`config.mk`:
```
export PLATFORM = sky130hd
export DESIGN_NAME = rtlbusarb
export DESIGN_NICKNAME = d
export VERILOG_FILES = /design/src/rtl/rtlbusarb.sv
export SDC_FILE = /design/constraint.sdc
export NUM_CORES = 1
export LEC_CHECK = 0
export CORE_MARGIN = 4
export CORE_UTILIZATION = 43
export DETAILED_ROUTE_END_ITERATION = 10
export GPL_ROUTABILITY_DRIVEN = 1
export PLACE_DENSITY = 0.72
export SYNTH_ARGS = -nofsm -noshare
export SYNTH_HDL_FRONTEND = slang
export SYNTH_SLANG_ARGS = --single-unit
```
`constraint.sdc`:
```
create_clock -name clk -period 4.95 [get_ports clk]
set_clock_uncertainty 0.1 [all_clocks]
set_input_delay 0.99 -clock clk [delete_from_list [all_inputs] [get_ports clk]]
set_output_delay 0.99 -clock clk [all_outputs]
set_load 0.05 [all_outputs]
```
`src/rtl/rtlbusarb.sv`:
```
// rtlbusarb: round-robin packet arbiter with one-hot owner select and registered output stage
module rtlbusarb #(
  parameter int N = 6,
  parameter int O = 8
) (
  input  logic           clk,
  input  logic           rst,
  input  logic [N-1:0]   req,
  input  logic [N-1:0]   last,
  input  logic [N*O-1:0] in,
  output logic [N-1:0]   gnt,
  output logic [N-1:0]   owner,
  output logic           ovld,
  output logic [O-1:0]   odat,
  output logic           olast,
  input  logic           ordy
);
  localparam int W = $clog2(N);
  typedef enum logic {IDLE, BUSY} state_t;
  state_t state, state_n;
  logic [W-1:0] ptr, own_idx;
  logic [N-1:0] pick;
  logic [O-1:0] sel;
  logic sel_last, take;
  // descending scan so the nearest requester after ptr is assigned last and wins
  always_comb begin
    pick = '0;
    for (int k = N; k >= 1; k--)
      if ((req & (N'(1) << ((int'(ptr) + k) % N))) != '0) pick = N'(1) << ((int'(ptr) + k) % N);
  end
  always_comb begin
    own_idx = '0;
    sel = '0;
    for (int i = 0; i < N; i++) begin
      if (owner[i]) own_idx = W'(i);
      sel = sel | (in[i*O +: O] & {O{owner[i]}});
    end
    sel_last = |(last & owner);
  end
  always_comb begin
    take = !rst && state == BUSY && |(req & owner) && (!ovld || ordy);
    gnt = take ? owner : '0;
    state_n = state;
    if (state == IDLE && |req) state_n = BUSY;
    if (take && sel_last) state_n = IDLE;
  end
  always_ff @(posedge clk) begin
    if (rst) begin
      state <= IDLE;
      ptr   <= W'(N - 1);
      owner <= '0;
      ovld  <= 1'b0;
      odat  <= '0;
      olast <= 1'b0;
    end else begin
      state <= state_n;
      if (state == IDLE) owner <= pick;
      else if (take && sel_last) begin
        owner <= '0;
        ptr   <= own_idx;
      end
      if (take) begin
        ovld  <= 1'b1;
        odat  <= sel;
        olast <= sel_last;
      end else if (ordy) ovld <= 1'b0;
    end
  end
endmodule
```
==> After elaboration in Yosys (flattened, before gate mapping) <==
Index checks and enable logic that the tools add are counted.
W data, S select, Z words.
{ "word_totals": {"regBits": 20, "in_bits": 63, "output_inout_bits": 22, "wordCells": 81} }
{ "op_classes": {"div_mod_pow": 6, "n_eq_ne": 1, "n_bitwise": 20, "mux": 16, "shift": 6, "addsub": 6, "reduce_logical": 20} }
{ "op_table": {"columns": ["operator", "n"], "rows": [
  ["$mod A32 B4 Y32 const B", 6],
  ["$shl A1 B32 Y6 const A", 6],
  ["$mux W6", 9],
  ["$and A6 B6 Y6", 8],
  ["$and A8 B8 Y8", 6],
  ["$or A8 B8 Y8", 5],
  ["$reduce_bool A6 Y1", 6],
  ["$reduce_or A6 Y1", 3],
  ["$add A3 B3 Y4 const B", 3],
  ["$mux W3", 4],
  ["$add A3 B2 Y4 const B", 2],
  ["$logic_and A1 B1 Y1", 5],
  ["$add A3 B1 Y4 const B", 1],
  ["$mux W1", 3],
  ["$logic_not A1 Y1", 2],
  ["$ne A2 B1 Y1 const B", 1],
  ["$reduce_and A2 Y1", 1],
  ["$reduce_bool A2 Y1", 1],
  ["$reduce_or A2 Y1", 1],
  ["$logic_or A1 B1 Y1", 1],
  ["$not A1 Y1", 1]
]} }

==> Longest topological paths before layout <==
{ "depth": {"word_depth": 12, "ltp_mapped": 17} }

==> Worst setup path before layout <==
Ideal clock, no wire load.
{ "synth_timing": {"path_kind": "flip-flop to flip-flop", "start": "register ptr[0]", "end": "register owner[5]", "slack_ns": 1.251, "arrival_ns": 3.504, "setup_ns": 0.096, "required_ns": 4.754, "period_less_slack_ns": 3.699, "path_stages_with_launch": 17, "cell_sequence": "dfxtp_1 > buf_6 > inv_1 > clkbuf_1 > ha_1 > clkbuf_1 > inv_1 > ha_1 > inv_1 > ha_1 > a21oi_1 > a21oi_1 > mux4_2 > o2bb2ai_1 > a2111oi_0 > a21oi_1 > o41ai_2"} }
{ "synth_via": {"elab_chain_cells": 12} }
{ "synth_lines": {"columns": ["item", "line_no", "text"], "rows": [
  ["start: declaration", "21", "logic [W-1:0] ptr, own_idx;"],
  ["start signal: assignment", "50", "ptr <= W'(N - 1);"],
  ["start signal: assignment", "60", "ptr <= own_idx;"],
  ["$add A3 B3 Y4", "29", "if ((req & (N'(1) << ((int'(ptr) + k) % N))) != '0) pick = N'(1) << ((int'(ptr) + k) % N);"],
  ["$mod A32 B4 Y32", "29", null],
  ["$shl A1 B32 Y6", "29", null],
  ["$and A6 B6 Y6", "29", null],
  ["$reduce_bool A6 Y1", "29", null],
  ["$mux W6 (5 in a row)", "29", null],
  ["$mux W6 *", "29", null],
  ["$mux W6 *", "57", "if (state == IDLE) owner <= pick;"],
  ["end signal: assignment", "57", null],
  ["end: declaration", "12", "output logic [N-1:0] owner,"]
]} }
Every way passes the cells marked *; elsewhere a longest branch is shown, timed or not.
A chain may end at the register's enable or synchronous reset.

==> Final worst setup path <==
{ "layout_timing": {"start": "input req[2]", "end": "output gnt[0]"} }
{ "layout_via": {"elab_chain_cells": 5} }
{ "layout_lines": {"columns": ["item", "line_no", "text"], "rows": [
  ["start: declaration", "8", "input logic [N-1:0] req,"],
  ["$and A6 B6 Y6", "41", "take = !rst && state == BUSY && |(req & owner) && (!ovld || ordy);"],
  ["$reduce_or A6 Y1", "41", null],
  ["$logic_and A1 B1 Y1 (2 in a row)", "41", null],
  ["$mux W6", "42", "gnt = take ? owner : '0;"],
  ["end: declaration", "11", "output logic [N-1:0] gnt,"]
]} }
No other way between the ends.

==> metrics.cfg <==
[critical_path]
setup.worst_path.class = in2out
cp-start-kind = primary input
arrival_ns = 3.02
path_cells = clkdlybuf4s50_1 -> a22oi_1 -> nand3_1 -> and3_1 -> buf_4 -> nor2b_1 -> and2_1 -> buf_12
critPathMaxStageDelay_ns = 0.68
critical_path_peak_fanout = 19
worstSetupEndpointType = output port
slowest_stage = clkdlybuf4s50_1
required_ns = 3.86

[synthesis]
synthTopCellsByCount = nand2_1 (26), nor2_1 (24), inv_1 (23)
synth_cell_types = 73
synth.area.top_cells = dfxtp_1 (15%), ha_1 (10%), a22oi_1 (5.7%)
synth.ff_latch_count = 20
synth.cell_area_um2 = 2620
synth_top_area_share_pct = 15.3
synth_nets = 431
synthArstFlopShare_pct = 0
yosys.cell_count.top_type = nand2_1
yosysTopAreaCell = dfxtp_1
dominantRegCellSynth = dfxtp_1
yosys_warnings = 0
synth_edf_count = 0
synth.avg_cell_area_um2 = 7.54
synthCells = 347
ys_seq_area_share_pct = 15.3

[finish]
seqCellArea_um2 = 400
area_delta_synth_final_pct = 39.0
layout-drive-gt1-share_pct = 8.55
fill_cells = 533
antenna_cells = 0
multi_input_area_um2 = 2020
fin_cells = 496
num-nets-final = 507

[sta]
fin_ws_ns = 0.843
hold_viol_final = 0
period_share_pct = 83.0
max_clock_freq_mhz = 243
setup_viol = 0
tightest_slew_ns = 0.892
grt_setup_unrepaired = no
maxSlewHeadroom_pct = 40.0
final.setup.tns_ns = 0
hold_slack_ns = 0.395
finalMaxSlewViolations = 0
period_needed_ns = 4.11

[global_route]
grt_pass1_wl_um = 15400
grt_pass1_vias = 2886
grt_max_degree = 40
grt_overflow = 0
antenna_found_initial = 0
grtUsageTotal_pct = 25.5

[route]
firstDrtPassIters = 5
postRouteAntennaNets = 0
num_vias = 3131
post-route-drc-count = 0
vias_per_cell = 6.31
wl_per_cell_um = 19.4
drt-initial-drc-count = 241
drt-total-wl_um = 9650

[clock_network]
cts_root_buffer = clkbuf_8
cts_setup_buffers = 0
htree_levels = 1
cts.sinks = 20
clk_latency_ns = 0.25
cts-resized-gates = 0
postCtsHoldBufs = 0
clock_path_buffers = 2
cts_tree = built
cts_buffers = 3
cts.clk_slew.worst_paths_ns = 0.06

[die]
ioPinCount = 85
coreArea_um2 = 5920
start_util_pct = 44.2
dieWidth_um = 86
die_h_um = 86
dieArea_um2 = 7400
rows = 28

[hold_path]
hp-class = reg2reg

[run]
cap_violations = 0

[place]
dp_hpwl_um = 7500
gp_congestion = 0.950
placedCellCount = 493
port_buffers = 84
preCtsSetupSlack_ns = 0.850

[power_and_ir_drop]
ir_drop_mv = 0.267
total_power_w = 0.00160
powerDensity_nw_per_um2 = 441
p_leak_nw = 1.37

[outcome]
outcome = finished clean

[kinds of logic (layout without fill, tap and decap cells)]
logic type / count (synthesis) / count (layout) / share of synthesized area [%]
AOI/OAI and AO/OA: 141 / 141 / 40.7
xor gates and xnor gates: 5 / 5 / 1.96
adders and majority gates: 21 / 21 / 10.0
buffers and inverters: 49 / 123 / 7.65
DFF: 20 / 20 / 15.3
muxes: 8 / 8 / 4.06
and+or+nand+nor: 103 / 103 / 20.3
[metrics by stage]
step           instance area, um2  util, %
2_1_floorplan                2620        -
3_3_place_gp                 3590     60.7
3_5_place_dp                 3590     60.7
4_1_cts                      3640     61.4
5_1_grt                      3640     61.4
6_report                     3640     61.4
[per-layer routing]
metal	GRT usage, %	part of all wire [%]	vias up
li1	-	-	1494
met1	36.5	46	1488
met2	40.6	45	134
met3	4.42	8.2	15
met4	4.03	1.4	0
met5	0	0	-
[critical path: cells and delay by family]
kind	cells	cell delay [ns]
AOI/OAI and AO/OA	1	0.11
buffers and inverters	3	1.05
and+or+nand+nor	4	0.86
[area by class of cell]
class	instances	share of cell area [%]
clock buffer	3	1.14
inverter	23	2.37
tap	75	2.58
timing repair buffer	97	27.5
sequential	20	11.0
multi-input combinational	278	55.4
[layout by cell type (no fill, tap or decap), drive strengths merged, types with 5 or more instances in the layout]
cell type	n
a21oi	22
a221oi	8
a22o	9
a22oi	20
a311oi	9
a31oi	6
and2	9
and3	5
buf	19
clkdlybuf4s50	78
dfxtp	20
ha	21
inv	23
mux2i	5
nand2	26
nand2b	5
nand3	5
nor2	24
nor2b	8
o21ai	16
o31ai	6
o41ai	6
or3	5
[state kept, by name, indices dropped and copies added (netlist names)]
register,flops
odat,8
olast,1
ovld,1
owner,6
ptr,3
state,1
[where the power goes]
group	internal, W	total [W]	switching, W
Combinational	0.000490	0.00126	0.000769
Clock	0.0000541	0.000102	0.0000476
Sequential	0.000207	0.000244	0.0000370
[final timing paths]
check,cells past startpoint,end,slack (ns),start
worst max-delay path,8,gnt[0],0.84,req[2]
worst min-delay path,2,odat[6],0.39,odat[6]
worst max register to register,13,owner[0],1.08,ptr[0]
worst min register to register,2,odat[6],0.39,odat[6]
Power figures use the tool's default switching activity.
